--- config.mk ---
export PLATFORM = sky130hd
export DESIGN_NAME = rr_hold_arbiter
export DESIGN_NICKNAME = d
export VERILOG_FILES = /design/src/rtl/rr_hold_arbiter.sv
export SDC_FILE = /design/constraint.sdc
export NUM_CORES = 1
export LEC_CHECK = 0
export CORE_MARGIN = 4
export CORE_UTILIZATION = 43
export DETAILED_ROUTE_END_ITERATION = 8
export GPL_TIMING_DRIVEN = 1
export MAX_ROUTING_LAYER = met4
export PLACE_DENSITY = 0.69
export SLEW_MARGIN = 20
export SYNTH_ARGS = -nofsm -noshare
export SYNTH_HDL_FRONTEND = slang
export SYNTH_SLANG_ARGS = --single-unit
--- constraint.sdc ---
create_clock -name clk -period 4.55 [get_ports clk]
set_input_delay 0.455 -clock clk [delete_from_list [all_inputs] [get_ports clk]]
set_output_delay 0.455 -clock clk [all_outputs]
set_load 0.03 [all_outputs]
--- src/rtl/rr_hold_arbiter.sv ---
// rr_hold_arbiter
//   Round-robin arbiter for N requesters. A winner keeps its grant across a
//   multi-cycle transfer until it signals last, drops its request, or reaches
//   the MAX_HOLD cycle limit. Priority then rotates past the released owner,
//   and a new winner, if any, is granted on the next edge with no idle bubble.
//
// Parameters
//   N         number of requesters (2..32)
//   MAX_HOLD  maximum consecutive grant cycles per winner, 0 = unlimited
//
// Ports
//   clk        in   1    clock, rising edge
//   rst_n      in   1    asynchronous active-low reset
//   req        in   N    per-requester request level, held for the transfer
//   last       in   N    per-requester end-of-transfer flag
//   gnt        out  N    registered one-hot grant, zero when idle
//   gnt_valid  out  1    registered, OR of gnt
//   gnt_id     out  IDW  registered index of the owner, zero when idle
//   timeout    out  1    registered pulse after a hold-limit release
module rr_hold_arbiter #(
  parameter int unsigned N        = 8,
  parameter int unsigned MAX_HOLD = 16,
  localparam int unsigned IDW     = (N > 1) ? $clog2(N) : 1
) (
  input  logic           clk,
  input  logic           rst_n,
  input  logic [N-1:0]   req,
  input  logic [N-1:0]   last,
  output logic [N-1:0]   gnt,
  output logic           gnt_valid,
  output logic [IDW-1:0] gnt_id,
  output logic           timeout
);

  // Hold counter must be able to represent MAX_HOLD itself.
  localparam int unsigned CW = (MAX_HOLD > 0) ? $clog2(MAX_HOLD + 1) : 1;
  localparam bit HOLD_EN = (MAX_HOLD != 0);
  // Saturation value: the limit when enabled, otherwise the counter ceiling.
  localparam logic [CW-1:0] CNT_SAT = HOLD_EN ? CW'(MAX_HOLD) : {CW{1'b1}};

  typedef enum logic {
    IDLE = 1'b0,
    BUSY = 1'b1
  } state_t;

  state_t         state_q, state_d;
  logic [IDW-1:0] ptr_q, ptr_d;
  logic [CW-1:0]  cnt_q, cnt_d;
  logic [N-1:0]   gnt_q, gnt_d;
  logic           gnt_valid_q, gnt_valid_d;
  logic [IDW-1:0] gnt_id_q, gnt_id_d;
  logic           timeout_q, timeout_d;

  logic           owner_req;
  logic           owner_last;
  logic           rel_last;
  logic           rel_drop;
  logic           rel_hold;
  logic           release_c;
  logic [IDW-1:0] ptr_after_owner;
  logic [IDW-1:0] arb_ptr;
  logic           win_valid;
  logic [IDW-1:0] win_idx;

  // Release conditions for the current owner; gnt_id_q is the owner index.
  always_comb begin : release_logic
    owner_req  = req[gnt_id_q];
    owner_last = last[gnt_id_q];
    rel_last   = owner_req & owner_last;
    rel_drop   = ~owner_req;
    rel_hold   = HOLD_EN && (cnt_q == CNT_SAT);
    release_c  = (state_q == BUSY) && (rel_last || rel_drop || rel_hold);
  end

  // Pointer value that takes effect on release: one past the owner, wrapping.
  always_comb begin : ptr_rotate
    if (gnt_id_q == IDW'(N - 1)) begin
      ptr_after_owner = '0;
    end else begin
      ptr_after_owner = gnt_id_q + IDW'(1);
    end
  end

  // Arbitration pointer: on a release the rotated pointer is used in the same
  // cycle so the next owner can be registered without a bubble.
  always_comb begin : arb_ptr_sel
    if (state_q == BUSY) begin
      arb_ptr = ptr_after_owner;
    end else begin
      arb_ptr = ptr_q;
    end
  end

  // Scan req from arb_ptr upward, wrapping; the first set bit wins.
  always_comb begin : arbitrate
    int unsigned idx;
    win_valid = 1'b0;
    win_idx   = '0;
    idx       = 0;
    for (int unsigned i = 0; i < N; i++) begin
      idx = (32'(arb_ptr) + i) % N;
      if (!win_valid && req[IDW'(idx)]) begin
        win_valid = 1'b1;
        win_idx   = IDW'(idx);
      end
    end
  end

  // State register.
  always_ff @(posedge clk or negedge rst_n) begin : state_reg
    if (!rst_n) begin
      state_q <= IDLE;
    end else begin
      state_q <= state_d;
    end
  end

  // Next-state logic.
  always_comb begin : next_state
    state_d = state_q;
    case (state_q)
      IDLE: begin
        if (win_valid) begin
          state_d = BUSY;
        end
      end
      BUSY: begin
        if (release_c && !win_valid) begin
          state_d = IDLE;
        end
      end
      default: state_d = IDLE;
    endcase
  end

  // Next values of the registered outputs, pointer and hold counter.
  always_comb begin : output_next
    ptr_d       = ptr_q;
    cnt_d       = cnt_q;
    gnt_d       = gnt_q;
    gnt_valid_d = gnt_valid_q;
    gnt_id_d    = gnt_id_q;
    timeout_d   = 1'b0;
    case (state_q)
      IDLE: begin
        if (win_valid) begin
          gnt_d          = '0;
          gnt_d[win_idx] = 1'b1;
          gnt_valid_d    = 1'b1;
          gnt_id_d       = win_idx;
          cnt_d          = CW'(1);
        end
      end
      BUSY: begin
        if (release_c) begin
          ptr_d     = ptr_after_owner;
          // Timeout is flagged only when the hold limit was the sole cause.
          timeout_d = rel_hold && !rel_last && !rel_drop;
          if (win_valid) begin
            gnt_d          = '0;
            gnt_d[win_idx] = 1'b1;
            gnt_valid_d    = 1'b1;
            gnt_id_d       = win_idx;
            cnt_d          = CW'(1);
          end else begin
            gnt_d       = '0;
            gnt_valid_d = 1'b0;
            gnt_id_d    = '0;
            cnt_d       = '0;
          end
        end else if (cnt_q != CNT_SAT) begin
          cnt_d = cnt_q + CW'(1);
        end
      end
      default: begin
        gnt_d       = '0;
        gnt_valid_d = 1'b0;
        gnt_id_d    = '0;
        cnt_d       = '0;
      end
    endcase
  end

  // Datapath registers.
  always_ff @(posedge clk or negedge rst_n) begin : data_reg
    if (!rst_n) begin
      ptr_q       <= '0;
      cnt_q       <= '0;
      gnt_q       <= '0;
      gnt_valid_q <= 1'b0;
      gnt_id_q    <= '0;
      timeout_q   <= 1'b0;
    end else begin
      ptr_q       <= ptr_d;
      cnt_q       <= cnt_d;
      gnt_q       <= gnt_d;
      gnt_valid_q <= gnt_valid_d;
      gnt_id_q    <= gnt_id_d;
      timeout_q   <= timeout_d;
    end
  end

  assign gnt       = gnt_q;
  assign gnt_valid = gnt_valid_q;
  assign gnt_id    = gnt_id_q;
  assign timeout   = timeout_q;

endmodule

==> out/results.ini, run 1 <==
[synthesis]
yosysSeqAreaShare_pct = 26.1
yosys.area.top_type = dfrtp_1
synth_area_leaders = dfrtp_1 26%, mux2i_1 11%, mux4_2 9.6%, nand2_1 5.7%, a32o_1 3.8%
yosys_warnings = 0
async_reset_ff_share_pct = 100
yosysTopAreaCellShare_pct = 26.1
syn_avg_cell_area_um2 = 9.45
synth_edf_count = 0
yosysMostFrequentCell = nand2_1
postSynthCellCount = 223
synth.distinct_cells = 53
synth_fp_nets = 247
synth_commonest_cells = 32 x nand2_1, 23 x mux2i_1, 22 x dfrtp_1
ys_ff_latch = 22
syn-cell-area_um2 = 2110
synth_ff_type = dfrtp_1

[floorplanning]
die_area_um2 = 6090
rows = 25
initial_utilization_pct = 44.6
fp.dieH_um = 78.0
fp.dieW_um = 78.0
io_pins = 31
core_area_um2 = 4720

[critical_path]
cp-end-kind = flop
worstSetupPathType = reg2reg
cp_max_fo = 13
cp_data_arrival_time_ns = 4.18
cp-start-kind = flop
required_ns = 4.71

[grt]
grt_overflow = 0
track_usage_pct = 18.9
grt_max_degree = 23
grt_pass1_vias = 1857
antenna_found_initial = 0
grt_pass1_wl_mm = 9.04

[detailed_routing]
routed_wl_mm = 5.22
routed-via-count = 1903
wl_per_cell_um = 16.4
avgViaCountPerCell = 5.98
drt-initial-drc-count = 163
first_pass_iters = 4
post-route-drc-count = 0
detail-route-antenna-nets = 0

[clock_network]
postCtsResizedCells = 0
ctsLongestPathBuffers = 2
cts_root_buf = clkbuf_8
cts_sinks = 22
cts_max_level = 1
cts_tree = done
cts_buffers = 3
worstSkewPairLatency_ns = 0.26
path_clk_slew_ns = 0.08
postCtsHoldBufs = 0
cts_setup_buffers = 0

[final_layout]
drive_gt1_share_pct = 14.7
antenna_cells = 0
area_delta_synth_final_pct = 19.2
nets = 276

[hold_path]
hold_class = in2async

[place]
dp_hpwl_mm = 3.94
gp_congestion = 0.970
portBuffers = 30

[timing]
worstMarginPinSlew_ns = 0.562
fmax_mhz = 249
layout_min_cycle_time_ns = 4.02
tns_ns = 0
final-hold-violation-count = 0
slew_violations = 0
max_slew_margin_pct = 61.5
finalSetupViolCount = 0
fin_skew_ns = 0.00146
rsz0062_at_grt = no
min_period_over_period_pct = 88.4

[job]
maxCapViolCount = 0

[status]
status = completed

-- logic make-up (layout without fill, tap and decap cells) --
kind of cell    Yosys count  in the layout  synth area share [%]
xor+xnor                  3              3                  1.60
buf+inv                  23             51                  5.16
mux                      40             40                  26.0
flops                    22             22                  26.1
compound gates           62             62                  21.5
fa+ha+maj                 6              6                  3.56
simple gates             67             67                  16.0
-- metal layers --
metal	vias up	track usage, %	wire [µm]
li1	906	-	-
met1	932	26.1	2370
met2	59	28.9	2470
met3	6	4.01	310
met4	0	3.67	69
met5	-	-	0
-- path summary, 6_finish.rpt --
check | endpoint | cells past startpoint | slack (ns) | start
max | gnt[4]$_DFFE_PN0P_ | 11 | 0.53 | gnt_id[0]$_DFFE_PN0P_
max in group asynchronous | gnt[2]$_DFFE_PN0P_ | 1 | 4.06 | rst_n
min reg2reg | gnt_valid$_DFFE_PN0P_ | 2 | 0.49 | gnt_valid$_DFFE_PN0P_
min in group clk | gnt_valid$_DFFE_PN0P_ | 2 | 0.49 | gnt_valid$_DFFE_PN0P_
max reg2reg | gnt[4]$_DFFE_PN0P_ | 11 | 0.53 | gnt_id[0]$_DFFE_PN0P_
min | cnt_q[1]$_DFFE_PN0P_ | 1 | 0.15 | rst_n
-- layout make-up --
class,count,area [µm²]
clock buffer,4,55.1
fill,431,2210
inverter,13,48.8
multi-input combinational,178,1450
sequential,22,551
tap,67,83.8
timing repair buffer,34,325
-- layout by cell type, fill, tap and decap left out, types with 2 or more instances in the layout --
master,n
nand2_1,32
a32o_1,8
mux4_2,9
mux2i_1,23
nand2b_1,4
and3_1,2
dfrtp_1,22
a31o_1,2
mux2i_4,2
a31oi_1,3
ha_1,6
a31oi_2,2
mux2_2,5
o31ai_1,2
a21o_1,3
buf_4,4
o32ai_1,4
o21ai_1,4
o211ai_1,3
o21ai_0,12
a22o_1,3
a21oi_1,8
nor2_1,10
nor3_1,3
clkdlybuf4s50_1,29
inv_1,12
a211oi_1,2
nand3_1,4
clkbuf_8,4
-- registers in the layout (all words and copies together) (netlist names) --
name       cells
timeout        1
gnt_valid      1
gnt            8
ptr_q          3
gnt_id         3
cnt_q          5
state_q        1
-- stage by stage --
step,instance area [µm²],setup slack [ns],utilization [%],cells,hold slack (ns)
after global placement,2460,0.662,52.1,314,0.479
after CTS,2520,0.541,53.3,318,0.500
after floorplan,2110,0.633,-,223,0.159
after detailed placement,2460,0.544,52.1,314,0.480
final,2510,0.527,53.2,318,0.149
after global routing,2510,0.244,53.2,318,0.183
-- critical path, stage by stage (launching register included) --
cell     delay, ns
dfrtp_1       0.58
ha_1          0.22
ha_1          0.15
nor2_2        0.06
mux2i_4       0.41
buf_4         0.33
mux2i_1       0.42
mux4_2        0.43
nand4_1       0.28
o22ai_1       0.45
and2b_2       0.31
a32o_1        0.26
Power of run 1 is left out: the tool's default activity adds up to more than one toggle a clock period on the data nets, which glitch-free logic cannot reach.
==> run 2, diff against run 1 <==
- CORE_ASPECT_RATIO: unset -> 0.75
- CTS_CLUSTER_DIAMETER: unset -> 50
==> run 2 against run 1 <==
Net effect: critical path depth grew 1; critical path type unchanged; sequential cell count is the same; routed wire length grew 4.6%; first-iteration DRC count shrank 9.2%; maximum frequency grew 2.0%; clock skew grew 0.00095 ns; die area grew 0.20%; register-to-register slack gained 0.08 ns; final cell count shrank 2.5%.
==> out/results.ini, run 2 (synthesis gave the netlist of run 1 again) <==
[final_layout]
largest_reg_flops = 8  ; unchanged
final_cell_mix = 32 x nand2_1, 29 x clkdlybuf4s50_1, 23 x mux2i_1, 22 x dfrtp_1
drive_gt1_share_pct = 15.4  ; +0.67 points
antenna_cells = 0  ; unchanged
fin_area_um2 = 2510  ; about the same
area_delta_synth_final_pct = 19.3  ; about the same
final_common_cell = nand2_1
nets = 278  ; +0.72%

[floorplanning]
initial_utilization_pct = 45.9  ; +1.2 points
core_area_um2 = 4600  ; -2.6%
fp.dieW_um = 88.9  ; +14%
die_area_um2 = 6100  ; +0.20%
io_pins = 31  ; unchanged
fp.dieH_um = 68.6  ; -12%
rows = 21  ; -16%

[clock_network]
cts_sinks = 22  ; unchanged
cts_setup_buffers = 0  ; unchanged
worstSkewPairLatency_ns = 0.26  ; about the same
path_clk_slew_ns = 0.08  ; about the same
cts_buffers = 3  ; unchanged
cts_tree = done
postCtsResizedCells = 0  ; unchanged
ctsLongestPathBuffers = 2  ; unchanged
postCtsHoldBufs = 0  ; unchanged
cts_max_level = 1  ; unchanged
cts_root_buf = clkbuf_8

[timing]
min_period_over_period_pct = 86.7  ; -1.7 points
fmax_mhz = 253  ; +2.0%
final-hold-violation-count = 0  ; unchanged
max_slew_margin_pct = 60.6  ; -0.88 points
rsz0062_at_grt = no
slew_violations = 0  ; unchanged
finalSetupViolCount = 0  ; unchanged
fin_skew_ns = 0.00241  ; +0.000952 ns
layout_min_cycle_time_ns = 3.95  ; -0.0770 ns
worstMarginPinSlew_ns = 0.579  ; +0.0169 ns
tns_ns = 0  ; unchanged

[place]
placed_cell_area_um2 = 2460  ; +0.10%
gp_congestion = 0.899  ; -7.4%
dp_hpwl_mm = 4.05  ; +2.6%
portBuffers = 30  ; unchanged

[detailed_routing]
routed-via-count = 1896  ; -0.37%
detail-route-antenna-nets = 0  ; unchanged
post-route-drc-count = 0  ; unchanged
wl_per_cell_um = 17.6  ; +7.3%
drt-initial-drc-count = 148  ; -9.2%
routed_wl_mm = 5.46  ; +4.6%
first_pass_iters = 4  ; unchanged
avgViaCountPerCell = 6.12  ; +2.2%

[grt]
grt_max_degree = 23  ; unchanged
grt_pass1_wl_mm = 8.91  ; -1.4%
grt_pass1_vias = 1817  ; -2.2%
grt_overflow = 0  ; unchanged
grtUsageMet1_pct = 28.6  ; +2.6 points
groute.layer.met3.usage_pct = 4.28  ; +0.26 points
antenna_found_initial = 0  ; unchanged
track_usage_pct = 19.5  ; +0.66 points
met2_usage_pct = 27.1  ; -1.8 points
grt_busiest_layer = met1

[critical_path]
cp-end-kind = flop
cp_max_fo = 12  ; -1
cp-start-kind = flop
worstSetupPathType = reg2reg
cp_data_arrival_time_ns = 4.14  ; -0.04 ns
r2r_slack_ns = 0.60  ; +0.08 ns
required_ns = 4.74  ; +0.03 ns

[status]
status = completed

[job]
maxCapViolCount = 0  ; unchanged

[hold_path]
hold_class = in2async

run 2: cell types whose count changed in the layout (fill, tap and decap cells not counted), sizes merged:
cell	previous run	this run
buf	5	7
run 2: through the flow:
step | worst slack, ns | hold slack [ns] | utilization [%] | cells
2_1_floorplan | 0.633 | 0.159 | - | 223
3_3_place_gp | 0.722 | 0.475 | 53.6 | 306
3_5_place_dp | 0.688 | 0.488 | 53.6 | 306
4_1_cts | 0.685 | 0.507 | 54.8 | 310
5_1_grt | 0.223 | 0.177 | 54.7 | 310
6_report | 0.604 | 0.149 | 54.7 | 310
run 2: cell type report:
cell class	instances	area, µm²
clock buffer	4	55.1
inverter	13	48.8
multi-input combinational	178	1450
tap	57	71.3
sequential	22	551
fill	405	2080
timing repair buffer	36	340
run 2: critical path: stages (launching register included):
cell and delay [ns]:
dfrtp_1 0.53, ha_1 0.27, ha_1 0.33, mux2i_4 0.48, buf_4 0.27, mux2i_1 0.29, o211ai_1 0.13, o21ai_1 0.24
nand4_1 0.34, nor3_2 0.39, or2_1 0.42, nand2_1 0.10, o21ai_1 0.09
run 2: path summary, 6_finish.rpt:
path | cells after the start | endpoint | startpoint
setup / recovery | 12 | gnt_id[0]$_DFFE_PN0P_ | gnt_id[0]$_DFFE_PN0P_
hold / removal | 1 | cnt_q[1]$_DFFE_PN0P_ | rst_n
setup reg to reg | 12 | gnt_id[0]$_DFFE_PN0P_ | gnt_id[0]$_DFFE_PN0P_
hold reg to reg | 2 | gnt_valid$_DFFE_PN0P_ | gnt_valid$_DFFE_PN0P_
max in group asynchronous | 1 | gnt[4]$_DFFE_PN0P_ | rst_n
min in group clk | 2 | gnt_valid$_DFFE_PN0P_ | gnt_valid$_DFFE_PN0P_
run 2: layer usage:
layer	vias to the layer above	wire (µm)
met3	9	449
met4	0	72
met5	-	0
met1	904	2760
met2	70	2180
li1	913	-
Power of run 2 is left out for the same reason.
